## src/rtl/mem_arb_pkg.sv

```systemverilog
// Shared definitions for the two-requester RAM arbiter.
//   arb_state_t : registered arbiter state (previous cycle's grantee, or host lock)
//   rd_tag_t    : owner of the read that is returning this cycle
//   AW_DEF/DW_DEF : default RAM address/data widths
package mem_arb_pkg;

  localparam int AW_DEF = 5;
  localparam int DW_DEF = 8;

  typedef enum logic [1:0] {
    IDLE   = 2'd0,
    CORE   = 2'd1,
    HOST   = 2'd2,
    LOCKED = 2'd3
  } arb_state_t;

  typedef enum logic [1:0] {
    TAG_NONE = 2'd0,
    TAG_CORE = 2'd1,
    TAG_HOST = 2'd2
  } rd_tag_t;

endpackage

```

## src/rtl/mem_arb_mux.sv

```systemverilog
// Steers the granted requester's access onto the RAM secondary-read and
// write ports. Purely combinational; with no grant every RAM output is 0.
// Ports:
//   core_gnt/host_gnt           grant of this cycle (at most one is high)
//   core_*/host_* we/addr/wdata request fields of each requester
//   ram_re/ram_raddr            secondary read port controls
//   ram_we/ram_waddr/ram_wdata  write port controls
module mem_arb_mux
  import mem_arb_pkg::*;
#(
  parameter int AW = AW_DEF,
  parameter int DW = DW_DEF
) (
  input  logic          core_gnt,
  input  logic          host_gnt,
  input  logic          core_we,
  input  logic          host_we,
  input  logic [AW-1:0] core_addr,
  input  logic [AW-1:0] host_addr,
  input  logic [DW-1:0] core_wdata,
  input  logic [DW-1:0] host_wdata,
  output logic          ram_re,
  output logic [AW-1:0] ram_raddr,
  output logic          ram_we,
  output logic [AW-1:0] ram_waddr,
  output logic [DW-1:0] ram_wdata
);

  logic          sel_valid;
  logic          sel_we;
  logic [AW-1:0] sel_addr;
  logic [DW-1:0] sel_wdata;

  always_comb begin
    sel_valid = core_gnt | host_gnt;
    sel_we    = host_gnt ? host_we    : core_we;
    sel_addr  = host_gnt ? host_addr  : core_addr;
    sel_wdata = host_gnt ? host_wdata : core_wdata;
  end

  always_comb begin
    ram_re    = 1'b0;
    ram_raddr = '0;
    ram_we    = 1'b0;
    ram_waddr = '0;
    ram_wdata = '0;
    if (sel_valid) begin
      if (sel_we) begin
        ram_we    = 1'b1;
        ram_waddr = sel_addr;
        ram_wdata = sel_wdata;
      end else begin
        ram_re    = 1'b1;
        ram_raddr = sel_addr;
      end
    end
  end

endmodule

```

## src/rtl/mem_arbiter.sv

```systemverilog
// Arbitrates the RAM secondary-read and write ports between the core decode
// stage and the host loader/debugger. Grants are combinational; read data
// returns one cycle after a granted read on the matching rvalid/rdata.
// Build option: MEM_ARB_RR_EN selects round-robin between simultaneous
// requests outside LOCKED; otherwise the host has fixed priority.
//
// state  | meaning
// IDLE   | nothing granted last cycle
// CORE   | core granted last cycle
// HOST   | host granted last cycle, not locked
// LOCKED | host owns the RAM (host_lock); core gets one slot per MAX_LOCK
//
// Ports:
//   clock, reset (sync, active-low)
//   core_/host_ req, we, addr, wdata : access requests
//   host_lock                         : host burst ownership request
//   core_/host_ gnt, rvalid, rdata    : grant and read return
//   core_stall                        : core waiting on arbitration
//   ram_re/raddr/we/waddr/wdata, ram_rdata : RAM interface
module mem_arbiter
  import mem_arb_pkg::*;
#(
  parameter int AW       = AW_DEF,
  parameter int DW       = DW_DEF,
  parameter int MAX_LOCK = 8
) (
  input  logic          clock,
  input  logic          reset,
  input  logic          core_req,
  input  logic          core_we,
  input  logic [AW-1:0] core_addr,
  input  logic [DW-1:0] core_wdata,
  input  logic          host_req,
  input  logic          host_we,
  input  logic [AW-1:0] host_addr,
  input  logic [DW-1:0] host_wdata,
  input  logic          host_lock,
  output logic          core_gnt,
  output logic          host_gnt,
  output logic          core_rvalid,
  output logic          host_rvalid,
  output logic [DW-1:0] core_rdata,
  output logic [DW-1:0] host_rdata,
  output logic          core_stall,
  output logic          ram_re,
  output logic [AW-1:0] ram_raddr,
  output logic          ram_we,
  output logic [AW-1:0] ram_waddr,
  output logic [DW-1:0] ram_wdata,
  input  logic [DW-1:0] ram_rdata
);

  localparam logic [7:0] LOCK_LIMIT = 8'(MAX_LOCK);

  arb_state_t state, state_nxt;
  rd_tag_t    tag;
  logic [7:0] lock_cnt;
  logic       core_win, host_win;

`ifdef MEM_ARB_RR_EN
  logic last_core;  // most recent grant went to the core
`endif

  always_comb begin
    core_win = 1'b0;
    host_win = 1'b0;
    if (state == LOCKED) begin
      // Host owns the RAM; the core only breaks in once the limit is hit,
      // or when the host leaves a slot unused.
      if (core_req && lock_cnt == LOCK_LIMIT) core_win = 1'b1;
      else if (host_req)                      host_win = 1'b1;
      else                                    core_win = core_req;
    end else if (core_req && host_req) begin
`ifdef MEM_ARB_RR_EN
      host_win = last_core;
      core_win = ~last_core;
`else
      host_win = 1'b1;
`endif
    end else begin
      core_win = core_req;
      host_win = host_req;
    end
  end

  // Everything visible is forced low while reset is held.
  assign core_gnt    = core_win & reset;
  assign host_gnt    = host_win & reset;
  assign core_stall  = core_req & ~core_win & reset;
  assign core_rvalid = reset & (tag == TAG_CORE);
  assign host_rvalid = reset & (tag == TAG_HOST);
  assign core_rdata  = core_rvalid ? ram_rdata : '0;
  assign host_rdata  = host_rvalid ? ram_rdata : '0;

  always_comb begin
    state_nxt = IDLE;
    if (host_gnt)
      state_nxt = (host_lock && (state == HOST || state == LOCKED)) ? LOCKED : HOST;
    else if (state == LOCKED && host_lock)
      state_nxt = LOCKED;
    else if (core_gnt)
      state_nxt = CORE;
  end

  always_ff @(posedge clock) begin
    if (!reset) begin
      state    <= IDLE;
      lock_cnt <= '0;
      tag      <= TAG_NONE;
    end else begin
      state <= state_nxt;
      if (state_nxt != LOCKED)
        lock_cnt <= '0;
      else if (state == LOCKED) begin
        if (core_gnt)
          lock_cnt <= '0;
        else if (host_gnt && lock_cnt != LOCK_LIMIT)
          lock_cnt <= lock_cnt + 8'd1;
      end
      if (core_gnt && !core_we)
        tag <= TAG_CORE;
      else if (host_gnt && !host_we)
        tag <= TAG_HOST;
      else
        tag <= TAG_NONE;
    end
  end

`ifdef MEM_ARB_RR_EN
  always_ff @(posedge clock) begin
    if (!reset)        last_core <= 1'b1;
    else if (core_gnt) last_core <= 1'b1;
    else if (host_gnt) last_core <= 1'b0;
  end
`endif

  mem_arb_mux #(
    .AW(AW),
    .DW(DW)
  ) u_mux (
    .core_gnt  (core_gnt),
    .host_gnt  (host_gnt),
    .core_we   (core_we),
    .host_we   (host_we),
    .core_addr (core_addr),
    .host_addr (host_addr),
    .core_wdata(core_wdata),
    .host_wdata(host_wdata),
    .ram_re    (ram_re),
    .ram_raddr (ram_raddr),
    .ram_we    (ram_we),
    .ram_waddr (ram_waddr),
    .ram_wdata (ram_wdata)
  );

endmodule

```

## config.mk

```make
export PLATFORM = sky130hd
export DESIGN_NAME = mem_arbiter
export DESIGN_NICKNAME = d
export VERILOG_FILES = /design/src/rtl/mem_arb_pkg.sv /design/src/rtl/mem_arb_mux.sv /design/src/rtl/mem_arbiter.sv
export SDC_FILE = /design/constraint.sdc
export NUM_CORES = 1
export LEC_CHECK = 0
export ABC_AREA = 0
export CORE_ASPECT_RATIO = 1.4
export CORE_MARGIN = 5
export CORE_UTILIZATION = 39
export CTS_BUF_LIST = sky130_fd_sc_hd__clkbuf_8
export DETAILED_ROUTE_END_ITERATION = 8
export PLACE_DENSITY = 0.89
export SLEW_MARGIN = 20
export SYNTH_ARGS = -nofsm -noshare
export SYNTH_HDL_FRONTEND = slang
export SYNTH_SLANG_ARGS = --single-unit
```

## constraint.sdc

```tcl
create_clock -name clock -period 5.7 [get_ports clock]
set_clock_uncertainty 0.1 [all_clocks]
set_input_delay 0.855 -clock clock [delete_from_list [all_inputs] [get_ports clock]]
set_output_delay 0.855 -clock clock [all_outputs]
set_load 0.005 [all_outputs]
```

==> flow_summary.json <==
{
  "ys_ff_latch": 12,
  "worst_pin_slew_ps": 657,
  "cts-root-buf": "clkbuf_8",
  "crit_path_end_kind": "output pin",
  "crit_fanout": 22,
  "dr.first_iter.drc_count": 32,
  "cts_tree": "yes",
  "r2r_setup_slack_ps": 3770,
  "fill_cells": 217,
  "synth_edf_count": 0,
  "nNetsFinal": 256,
  "cts-buffers-inserted": 3,
  "cts_resized": 0,
  "cp-start-kind": "input pin",
  "firstDrtPassIters": 4,
  "core-area_um2": 2850,
  "post_drt_wl_per_cell_um": 16.2,
  "hold_violations": 0,
  "final_area_um2": 2000,
  "portBuffers": 81,
  "gp_congestion": 0.797,
  "rows": 23,
  "setup_viol": 0,
  "post_cts_buffers": 0,
  "die_h_um": 74.3,
  "gr-usage-all-layers_pct": 19.4,
  "holdBufCountCts": 0,
  "die_area_um2": 4150,
  "grt_pass1_vias": 1471,
  "antenna_found_initial": 0,
  "ios": 82,
  "fmax_mhz": 235,
  "whs_path_depth": 1,
  "period_needed_ps": 4260,
  "arrival_ps": 3300,
  "p_leak_nw": 0.777,
  "path_clk_slew_ps": 50,
  "clk_latency_ps": 240,
  "synthArstFlopShare_pct": 0,
  "ys_seq_area_share_pct": 20.9,
  "tns_ps": 0,
  "r2r-start": "lock_cnt[0]",
  "grt_pass1_wl_mm": 6.56,
  "hold_path_end": "lock_cnt[7]",
  "relSlewSlack_pct": 56.1,
  "synth_cells": 134,
  "drv_cap": 0,
  "vias": 1400,
  "initial_core_util_pct": 40.4,
  "clk_path_buf_depth": 2,
  "stdcell_count": 248,
  "hp-start": "lock_cnt[7]",
  "crit_type": "in -> out",
  "syn_area_per_cell_um2": 8.59,
  "worstReg2RegEnd": "lock_cnt[4]",
  "slew_viol_final": 0,
  "multiInputGateArea_um2": 835,
  "required_ps": 4740,
  "ys_warn_count": 0,
  "antenna_left": 0,
  "ir_drop_mv": 0.0748,
  "p_per_area_nw_per_um2": 118,
  "die_w_um": 55.9,
  "post-route-period-util_pct": 74.7,
  "status": "finished, final reports clean",
  "drt-total-wl_mm": 4.01,
  "cts_sinks": 12,
  "grt_overflow_total": 0,
  "seqCellArea_um2": 240,
  "drive_gt1_share_pct": 8.53,
  "synth-main-ff-cell": "dfxtp_1",
  "drc": 0,
  "area_delta_synth_final_pct": 73.7,
  "grt_max_degree": 23,
  "synth_cell_types": 50,
  "placement.cell_area_um2": 1960,
  "placed_cells": 245,
  "antennaDiodeCount": 0,
  "synth_nets": 177,
  "htree_levels": 1,
  "hold_class": "reg -> reg",
  "dp_hpwl_mm": 3.41,
  "netlist_area_um2": 1150,
  "rsz0062_at_grt": "false",
  "vias_per_cell": 5.65,
  "r2r_cells": 7
}
## registers in the layout, summed over array words and instances (netlist names)
register,flops
state,2
tag,2
lock_cnt,8
## cell usage in the layout, fill, tap and decap left out, drive strengths merged
cell type	count
a211o	2
a21o	5
a21oi	3
a22o	12
a22oi	1
a31oi	2
a32o	6
a41oi	1
and2	19
and3	9
and3b	2
buf	1
clkbuf	3
clkdlybuf4s50	81
dfxtp	12
ha	2
inv	5
mux2i	1
nand2	6
nand3	6
nand4	2
nor2	5
nor2b	2
nor3	2
nor3b	1
nor4	1
nor4bb	1
o2111a	1
o2111ai	2
o211ai	2
o21ai	4
o21ba	1
o2bb2ai	2
o41ai	1
or2	2
or3	2
xor2	1
## worst max-delay path by stage
| stage | startpoint | to | depth (start not counted) |
|---|---|---|---|
| 6_report | reset | ram_wdata[3] | 6 |
| 5_1_grt | reset | ram_wdata[1] | 6 |
| 4_1_cts | reset | ram_wdata[1] | 6 |
| 3_5_place_dp | reset | ram_wdata[3] | 6 |
| 3_3_place_gp | reset | ram_wdata[4] | 6 |
| 2_1_floorplan | host_req | ram_wdata[2] | 6 |
## cell usage after synthesis (all sizes together) (3+ instances only)
cell type / instances / share of area [%]
nor2: 5 / 2.3
and3: 9 / 5.4
buf: 6 / 4.3
o21ai: 4 / 1.7
a21o: 5 / 3.4
a32o: 6 / 5.3
nand3: 6 / 3.0
a22o: 12 / 9.1
a21oi: 3 / 1.3
dfxtp: 12 / 21
and2: 19 / 11
nand2: 6 / 2.0
inv: 5 / 1.6
## per-layer routing
layer | wire (µm) | track usage (%) | share of wire (%) | vias to the layer above
met5 | 0 | 0 | 0 | -
met1 | 1360 | 18.1 | 34 | 651
met4 | 125 | 8.44 | 3.1 | 0
li1 | - | - | - | 671
met2 | 2220 | 39.6 | 55 | 65
met3 | 308 | 4.86 | 7.7 | 13
## cell type report
type | instances | area share (%)
clock buffers | 3 | 2.07
well taps | 37 | 2.32
multi-input cells | 109 | 41.7
inverters | 5 | 0.939
repair buffers | 82 | 40.9
flip-flops and latches | 12 | 12.0
## per-stage QoR
step | power, W | setup WS (ps) | util (%) | hold WS [ps]
3_3_place_gp | 0.000159 | 1550 | 68.7 | 375
2_1_floorplan | 0.000110 | 2850 | - | 359
5_1_grt | 0.000245 | 1290 | 70.2 | 456
6_report | 0.000235 | 1440 | 70.2 | 428
3_5_place_dp | 0.000161 | 1470 | 68.7 | 420
4_1_cts | 0.000237 | 1470 | 70.2 | 430
## worst max-delay path: stages
cell and delay (ps):
clkdlybuf4s50_1 890, and3_2 340, a41oi_4 180, nor2b_4 320, a22o_1 210, clkdlybuf4s50_1 510
## cells by family (layout without fill, tap and decap cells)
group,after synthesis,in the layout,synth area share (%)
buffers and inverters,13,90,6.63
adders and majority gates,2,2,2.17
xor gates and xnor gates,1,1,0.761
muxes,1,1,0.870
and+or+nand+nor,60,60,33.8
DFF,12,12,20.9
AOI/OAI and AO/OA,45,45,34.9
## power by group
group | switching (W) | leakage (nW) | internal [W]
clock | 0.0000294 | 0.0216 | 0.0000464
sequential | 0.00000138 | 0.0973 | 0.0000853
combinational | 0.0000241 | 0.658 | 0.0000484
Power figures use the tool's default switching activity.
